==> config.mk <==
export PLATFORM = sky130hd
export DESIGN_NAME = conv12_out_reader
export DESIGN_NICKNAME = d
export VERILOG_FILES = /design/src/rtl/conv12_out_reader_pkg.sv /design/src/rtl/conv12_out_reader_rc_counter.sv /design/src/rtl/conv12_out_reader.sv
export SDC_FILE = /design/constraint.sdc
export NUM_CORES = 1
export LEC_CHECK = 0
export BUFFER_PORTS_ARGS = -buffer_cell sky130_fd_sc_hd__buf_2
export CORE_ASPECT_RATIO = 0.8
export CORE_UTILIZATION = 50
export DETAILED_ROUTE_END_ITERATION = 7
export PLACE_DENSITY = 0.73
export SLEW_MARGIN = 20
export SYNTH_ARGS = -nofsm -noshare
export SYNTH_HDL_FRONTEND = slang
export SYNTH_HIERARCHICAL = 1
export SYNTH_SLANG_ARGS = --single-unit
==> constraint.sdc <==
create_clock -name clk -period 8.4 [get_ports clk]
set_clock_uncertainty 0.05 [all_clocks]
set_input_delay 0.84 -clock clk [delete_from_list [all_inputs] [get_ports clk]]
set_output_delay 0.84 -clock clk [all_outputs]
set_load 0.01 [all_outputs]
==> src/rtl/conv12_out_reader_pkg.sv <==
// rtl/conv12_out_reader_pkg.sv - shared geometry, state encoding and pixel index helper for the conv12 result reader
package conv12_out_reader_pkg;

  localparam int OUT_DIM = 10;
  localparam int PIX_W   = 2;
  localparam int NPIX    = OUT_DIM * OUT_DIM;
  localparam int FRAME_W = NPIX * PIX_W;

  localparam logic [3:0] LAST_IDX = 4'(OUT_DIM - 1);

  typedef enum logic {
    ST_IDLE   = 1'b0,
    ST_STREAM = 1'b1
  } state_t;

  // Bit offset of pixel (row, col) inside the flattened frame; 8 bits covers 99*PIX_W.
  function automatic logic [7:0] pix_offset(input logic [3:0] row, input logic [3:0] col);
    logic [7:0] idx;
    idx = 8'(row) * 8'(OUT_DIM) + 8'(col);
    return idx * 8'(PIX_W);
  endfunction

endpackage

==> src/rtl/conv12_out_reader_rc_counter.sv <==
// rtl/conv12_out_reader_rc_counter.sv - row-major row/col counter with wrap and end-of-line/frame flags
module conv12_out_reader_rc_counter
  import conv12_out_reader_pkg::*;
(
  input  logic       clk,
  input  logic       rst,
  input  logic       clear,
  input  logic       en,
  output logic [3:0] row,
  output logic [3:0] col,
  output logic [3:0] row_next,
  output logic [3:0] col_next,
  output logic       eol,
  output logic       eof
);

  // Next position: clear wins, otherwise advance column and wrap into the next row.
  // After the last pixel both counters wrap to zero so they never exceed OUT_DIM-1.
  always_comb begin
    row_next = row;
    col_next = col;
    if (clear) begin
      row_next = 4'd0;
      col_next = 4'd0;
    end else if (en) begin
      if (col == LAST_IDX) begin
        col_next = 4'd0;
        row_next = (row == LAST_IDX) ? 4'd0 : row + 4'd1;
      end else begin
        col_next = col + 4'd1;
      end
    end
  end

  // Position register.
  always_ff @(posedge clk or posedge rst) begin
    if (rst) begin
      row <= 4'd0;
      col <= 4'd0;
    end else begin
      row <= row_next;
      col <= col_next;
    end
  end

  assign eol = (col == LAST_IDX);
  assign eof = eol && (row == LAST_IDX);

endmodule

==> src/rtl/conv12_out_reader.sv <==
// rtl/conv12_out_reader.sv - captures one conv12 result frame and streams it out one pixel per beat
module conv12_out_reader
  import conv12_out_reader_pkg::*;
(
  input  logic               clk,
  input  logic               rst,
  input  logic               frame_valid,
  input  logic [FRAME_W-1:0] frame_data,
  output logic               frame_ready,
  output logic               pix_valid,
  input  logic               pix_ready,
  output logic [PIX_W-1:0]   pix_data,
  output logic [3:0]         pix_row,
  output logic [3:0]         pix_col,
  output logic               pix_eol,
  output logic               pix_eof,
  output logic               overrun
);

  state_t             state;
  state_t             state_next;
  logic [FRAME_W-1:0] shadow;
  logic               accept;
  logic               xfer;
  logic [3:0]         row_next;
  logic [3:0]         col_next;
  logic [7:0]         bit_off;

  conv12_out_reader_rc_counter u_rc (
    .clk      (clk),
    .rst      (rst),
    .clear    (accept),
    .en       (xfer),
    .row      (pix_row),
    .col      (pix_col),
    .row_next (row_next),
    .col_next (col_next),
    .eol      (pix_eol),
    .eof      (pix_eof)
  );

  // State register.
  always_ff @(posedge clk or posedge rst) begin
    if (rst) state <= ST_IDLE;
    else     state <= state_next;
  end

  // Next state and handshake outputs; frame_ready stays low while reset is held.
  always_comb begin
    state_next  = state;
    frame_ready = 1'b0;
    pix_valid   = 1'b0;
    case (state)
      ST_IDLE: begin
        frame_ready = !rst;
        if (frame_valid && !rst) state_next = ST_STREAM;
      end
      ST_STREAM: begin
        pix_valid = 1'b1;
        if (pix_ready && pix_eof) state_next = ST_IDLE;
      end
      default: state_next = ST_IDLE;
    endcase
  end

  assign accept  = frame_ready & frame_valid;
  assign xfer    = pix_valid & pix_ready;
  assign bit_off = pix_offset(row_next, col_next);

  // Shadow capture and registered pixel fetch; pixel 0 comes straight from the
  // accepted frame because the shadow only holds it from the next cycle on.
  always_ff @(posedge clk or posedge rst) begin
    if (rst) begin
      shadow   <= '0;
      pix_data <= '0;
    end else if (accept) begin
      shadow   <= frame_data;
      pix_data <= frame_data[PIX_W-1:0];
    end else if (xfer) begin
      pix_data <= shadow[bit_off +: PIX_W];
    end
  end

  // Overrun pulse: a frame offered while streaming is dropped and flagged next cycle.
  always_ff @(posedge clk or posedge rst) begin
    if (rst) overrun <= 1'b0;
    else     overrun <= frame_valid && (state == ST_STREAM);
  end

endmodule
Yosys cells after proc, flatten, opt, wreduce, memory -nomap -nowiden

Cells that the tools add are included.

Output and inout bits: 15
ROM bits: 0
Bits in latches: 0
Memories: 0
RAM bits: 0
Register bits after elaboration: 212

Bitwise gates (word level): 3
Multipliers: 1
Shift operators: 1
Divide/modulo/power cells: 0
Reduce and logical (&&, ||, !) cells: 6
Muxes and demuxes: 14
Magnitude comparators: 0
Equality and inequality tests: 2
Add/sub/neg operators: 3

Operator list:

| cell                                                                | number |
|---|---|
| 200-bit by 9-bit indexed part select with 2-bit output              | 1 |
| 4-bit 2-to-1 mux                                                    | 7 |
| 4-bit by 1-bit adder with 4-bit output (second input constant)      | 2 |
| 4-bit == test (second input constant)                               | 2 |
| 7-bit by 4-bit adder with 7-bit output                              | 1 |
| 4-bit by 3-bit multiplier with 6-bit output (second input constant) | 1 |
| 1-bit logical AND                                                   | 4 |
| 1-bit 2-to-1 mux                                                    | 4 |
| 2-bit 2-to-1 mux                                                    | 2 |
| 1-bit bitwise AND                                                   | 2 |
| 1-bit one-hot mux with 2 select lines                               | 1 |
| 2-bit nonzero test                                                  | 1 |
| 1-bit zero test                                                     | 1 |
| 1-bit inverter                                                      | 1 |

Longest topological paths before layout

Word-level depth: 10
Depth in mapped cells: 18
Gate-level depth less buffers: 14

Cells and area by module

The synthesis kept the hierarchy.

By module, submodules not included:

| module                       | cells an instance | instances | seq. area each (µm²) | area each (µm²) |
|---|---|---|---|---|
| conv12_out_reader            | 616               | 1         | 5,104.9              | 9,541.7 |
| conv12_out_reader_rc_counter | 50                | 1         | 200.2                | 460.4 |

Worst setup path after synthesis

No wires, ideal clock.

Kind: in2reg
Start point: in rst
End point: reg pix_data[1]
Stages on the path: 16
Arrival time: 4.587 ns
Setup slack: 3.671 ns
Cells stage by stage: nor2_1 and2_1 clkbuf_1 clkbuf_1 buf_2 clkbuf_1 a21oi_1 ha_1 ha_1 fa_1 nor2b_1 a32oi_1 buf_2 nor4b_1 a311oi_1 o31ai_2

Cells in the longest elaborated chain, start to end: 9
Elaborated cells on any way between the ends: 11
Those cells by class: 1 x add/sub; 1 x mul; 1 x shift; 5 x mux; 1 x bitwise; 2 x reduce/logical

RTL lines:

| what                                                   | RTL line                           | RTL |
|---|---|---|
| start: declaration                                     | conv12_out_reader.sv:6             | `input logic rst,` |
| 1-bit zero test (no source line)                       | --                                 |  |
| 1-bit 2-to-1 mux                                       | conv12_out_reader.sv:53            | `case (state)` |
| 1-bit bitwise AND                                      | conv12_out_reader.sv:66            | `assign accept = frame_ready & frame_valid;` |
| named net accept                                       | conv12_out_reader.sv:23            | `logic accept;` |
| 4-bit 2-to-1 mux                                       | conv12_out_reader_rc_counter.sv:22 | `if (clear) begin` |
| named net row_next[1]                                  | conv12_out_reader.sv:25            | `logic [3:0] row_next;` |
| 4-bit by 3-bit multiplier with 6-bit output            | conv12_out_reader_pkg.sv:19        | `idx = 8'(row) * 8'(OUT_DIM) + 8'(col);` |
| 7-bit by 4-bit adder with 7-bit output                 | conv12_out_reader_pkg.sv:19        |  |
| 200-bit by 9-bit indexed part select with 2-bit output | conv12_out_reader.sv:80            | `pix_data <= shadow[bit_off +: PIX_W];` |
| 2-bit 2-to-1 mux                                       | conv12_out_reader.sv:79            | `end else if (xfer) begin` |
| 2-bit 2-to-1 mux                                       | conv12_out_reader.sv:76            | `end else if (accept) begin` |
| end signal: assignment                                 | conv12_out_reader.sv:78            | `pix_data <= frame_data[PIX_W-1:0];` |
| end signal: assignment                                 | conv12_out_reader.sv:80            |  |
| end: declaration                                       | conv12_out_reader.sv:12            | `output logic [PIX_W-1:0] pix_data,` |

The timed path passes the listed nets, and every way through them passes these cells. The select of a mux whose other input is x is not followed.
A chain may end at the register's enable or synchronous reset.

Worst setup path in the final report

Start point: in rst
End point: reg pix_data[0]

Cells in the longest elaborated chain, start to end: 9
Elaborated cells on any way between the ends: 11
Those cells by class: 1 x add/sub; 1 x mul; 1 x shift; 5 x mux; 1 x bitwise; 2 x reduce/logical

RTL lines:

| what                                                   | RTL line |
|---|---|
| 1-bit zero test (no source line)                       | -- |
| 1-bit 2-to-1 mux                                       | conv12_out_reader.sv:53 |
| 1-bit bitwise AND                                      | conv12_out_reader.sv:66 |
| 4-bit 2-to-1 mux                                       | conv12_out_reader_rc_counter.sv:22 |
| named net row_next[1]                                  | conv12_out_reader.sv:25 |
| 4-bit by 3-bit multiplier with 6-bit output            | conv12_out_reader_pkg.sv:19 |
| 7-bit by 4-bit adder with 7-bit output                 | conv12_out_reader_pkg.sv:19 |
| 200-bit by 9-bit indexed part select with 2-bit output | conv12_out_reader.sv:80 |
| 2-bit 2-to-1 mux                                       | conv12_out_reader.sv:79 |
| 2-bit 2-to-1 mux                                       | conv12_out_reader.sv:76 |

The timed path passes the listed nets, and every way through them passes these cells. The select of a mux whose other input is x is not followed.

==> results.py <==
metrics = {
    "min_path": {
        "worstHoldPathType": "primary input to asynchronous set/reset pin",
    },
    "synthesis": {
        "yosysSeqAreaShare": 0.5304,
        "syn_area_mm2": 0.01000,
        "ys_ff_latch": 212,
        "syn_inst": 666,
        "synthesis.nets": 879,
        "syn_area_per_cell_um2": 15.02,
        "postSynth.asyncResetShare": 1.000,
        "yosysUniqueCellTypes": 51,
        "synth_ff_type": "dfrtp_1",
        "yosys_warnings": 6,
        "synth_enable_flop_cells": 0,
    },
    "sta": {
        "min_period_ns": 4.643,
        "tns_ns": 0,
        "hold_viol": 0,
        "fin_ws_ns": 3.757,
        "worst_pin_slew_ns": 1.025,
        "finalSetupViolations": 0,
        "period_share": 0.5527,
        "max_slew_margin": 0.3166,
        "fmax_mhz": 215.4,
        "slew_viol_final": 0,
        "rsz0062_at_grt": "false",
    },
    "power_and_ir_drop": {
        "vdd_drop_max_v": 0.0003440,
        "p_leak_nw": 5.295,
        "p_comb_frac": 0.477,
        "switching_share": 0.3535,
        "p_seq_frac": 0.353,
        "p_per_area_mw_per_mm2": 430.6,
        "p_sw_w": 0.001810,
        "internal_power_w": 0.003311,
        "p_clk_frac": 0.170,
    },
    "clock_network": {
        "hold_buffers": 0,
        "clk_path_buf_depth": 3,
        "cts_resized": 0,
        "postCtsSetupBuffers": 0,
        "cts_made_buffers": 21,
        "clk_latency_ns": 0.51,
        "cts_tree": "yes",
        "path_clk_slew_ns": 0.06,
        "cts_sinks": 212,
        "root_buffer": "clkbuf_16",
        "htreeDepth": 1,
    },
    "floorplanning": {
        "initial_core_util": 0.5194,
        "die_h_um": 128.5,
        "core-area_mm2": 0.01926,
        "boundaryPins": 219,
        "dieArea_mm2": 0.02058,
        "fp.dieW_um": 160.1,
        "core.rowCount": 45,
    },
    "worst_setup_path": {
        "arrival_ns": 5.00,
        "critPathKind": "primary input to register",
        "crit_chain": "buf_2, nor2_1, and2_4, a21oi_1, ha_1, ha_1, fa_1, nor2b_1, a32oi_2, a211oi_1, a311o_1, a31o_2, o31ai_2",
        "crit_path_top_delay_cell": "and2_4",
        "path_buf_inv": 1,
        "cp-end-kind": "register",
        "crit_top_cell": "ha_1",
        "crit_family": "compound AO/OA/AOI/OAI gates",
        "start_kind": "primary input",
        "crit_fanout": 69,
        "slowest_delay_ns": 0.75,
        "crit_required_ns": 8.75,
    },
    "route": {
        "vias_per_cell": 5.531,
        "wl_mm": 22.36,
        "drcViolationCount": 0,
        "wl_per_cell_um": 19.54,
        "dr.pass1.iters": 4,
        "drt_iter0_drc": 346,
        "antenna_left": 0,
        "num_vias": 6327,
    },
    "placement": {
        "gp_congestion": 0.8117,
        "pre_cts_ws_ns": 3.266,
        "io_buffers": 218,
        "dp.cells": 1104,
        "place.detailed.hpwl_mm": 15.55,
    },
    "grt": {
        "grt_antenna_before_repair": 4,
        "grt_max_degree": 136,
        "grt_pass1_vias": 6476,
        "grt_pass1_wl_mm": 35.34,
        "overflow": 0,
        "grtUsageTotal": 0.2209,
    },
    "layout": {
        "drive_gt1_frac": 0.5821,
        "layout.cells.non_filler": 1144,
        "syn_to_final_growth_pct": 18.93,
        "multi_input_area_mm2": 0.004477,
        "num-fill-cells": 1549,
        "final_nets": 1082,
        "seq_area_mm2": 0.005305,
    },
    "job": {
        "drv_cap": 0,
    },
    "run_status": {
        "status": "finished clean",
    },
}
[through the flow]
| stage | cell area, um^2 | utilization | hold WS, ns | power (W) |
|---|---|---|---|---|
| after floorplan | 10000 | - | 0.4252 | 0.003655 |
| after global placement | 11270 | 0.5851 | 0.4342 | 0.004229 |
| after detailed placement | 11270 | 0.5851 | 0.4405 | 0.004293 |
| after CTS | 11890 | 0.6173 | 0.3057 | 0.005171 |
| after global routing | 11890 | 0.6173 | 0.3304 | 0.005445 |
| final | 11900 | 0.6177 | 0.3097 | 0.005122 |
[synthesized netlist by cell type (2+ instances only)]
| cell | count | area, um^2 |
|---|---|---|
| o31ai_1 | 4 | 30.03 |
| dfrtp_1 | 212 | 5305 |
| nand3_1 | 14 | 70.07 |
| xor2_1 | 4 | 35.03 |
| mux2_2 | 201 | 2263 |
| ha_1 | 7 | 87.58 |
| nand2_1 | 34 | 127.6 |
| buf_2 | 17 | 85.08 |
| a22oi_1 | 2 | 15.01 |
| and3_1 | 5 | 31.28 |
| or3_1 | 3 | 18.77 |
| a21oi_1 | 7 | 35.03 |
| o31ai_2 | 2 | 25.02 |
| buf_6 | 5 | 56.30 |
| a31oi_1 | 3 | 18.77 |
| clkbuf_1 | 16 | 60.06 |
| mux2i_1 | 11 | 110.1 |
| nor4b_1 | 3 | 26.28 |
| nor2_1 | 4 | 15.01 |
| nor2b_1 | 6 | 37.54 |
| o21ai_0 | 4 | 20.02 |
| and2_1 | 4 | 25.02 |
| fa_1 | 2 | 40.04 |
| nand4_1 | 5 | 31.28 |
| inv_1 | 8 | 30.03 |
| buf_4 | 2 | 15.01 |
| a21o_1 | 2 | 15.01 |
| mux4_2 | 49 | 1104 |
| xnor2_1 | 4 | 35.03 |
| nand2b_1 | 2 | 12.51 |
| a211oi_1 | 2 | 15.01 |
| a311oi_1 | 3 | 26.28 |
[sequential cells by signal (all words and copies together), names as in the netlist]
register,count
shadow,200
u_rc/col,4
state,1
overrun,1
pix_data,2
u_rc/row,4
[layer usage]
layer | vias up | wire length [um] | track usage
li1 | 2889 | - | -
met4 | 6 | 391 | 0.04426
met3 | 30 | 1425 | 0.05480
met1 | 3222 | 10330 | 0.3192
met5 | - | 37 | 0
met2 | 180 | 10170 | 0.3435
[final timing paths]
| check | end | slack [ns] | cells past startpoint | from |
|---|---|---|---|---|
| hold reg to reg | shadow[126] | 0.45 | 1 | shadow[126] |
| hold / removal | u_rc/col[3] | 0.31 | 2 | rst |
| setup / recovery | pix_data[0] | 3.76 | 13 | rst |
| max in group asynchronous | shadow[115] | 6.44 | 3 | rst |
| min in group clk | shadow[126] | 0.45 | 1 | shadow[126] |
| setup reg to reg | pix_data[0] | 3.82 | 12 | state |
[logic make-up after synthesis]
| family | Yosys count | share of synthesized area |
|---|---|---|
| xor+xnor | 9 | 0.008631 |
| compound gates | 39 | 0.02865 |
| fa+ha+maj | 9 | 0.01276 |
| simple gates | 85 | 0.04503 |
| flops | 212 | 0.5304 |
| buf+inv | 51 | 0.02689 |
| mux | 261 | 0.3476 |
[cell usage in the layout, fill, tap and decap left out, types with 4 or more instances in the layout]
cell type / netlist / layout
nand2_1: 34 / 34
clkbuf_16: 0 / 21
mux2i_1: 11 / 11
o31ai_1: 4 / 4
mux4_2: 49 / 49
clkbuf_1: 16 / 8
nand3_1: 14 / 14
o21ai_0: 4 / 4
nand4_1: 5 / 5
clkinv_2: 0 / 4
nor2b_1: 6 / 6
inv_1: 8 / 7
and3_1: 5 / 5
a21oi_1: 7 / 7
mux2_2: 201 / 201
dfrtp_1: 212 / 212
buf_2: 17 / 218
xor2_1: 4 / 4
ha_1: 7 / 6
buf_4: 2 / 4
[cell type report]
| class | count | area share |
|---|---|---|
| flip-flops and latches | 212 | 0.4460 |
| multi-input cells | 403 | 0.3764 |
| repair buffers | 222 | 0.09425 |
| clock buffers | 31 | 0.04902 |
| well taps | 258 | 0.02714 |
| inverters | 9 | 0.003471 |
| clock inverters | 6 | 0.003156 |
| diodes | 3 | 0.0006311 |
[power groups by stage]
stage / clock [W] / combinational (W) / sequential [W]
finish: 0.000869 / 0.00245 / 0.00181
global route: 0.000927 / 0.00264 / 0.00188
CTS: 0.000888 / 0.00248 / 0.00181
detailed placement: 0 / 0.00247 / 0.00182
global placement: 0 / 0.00242 / 0.00181
floorplan: 0 / 0.00192 / 0.00173
(Power assumes the default switching activity.)
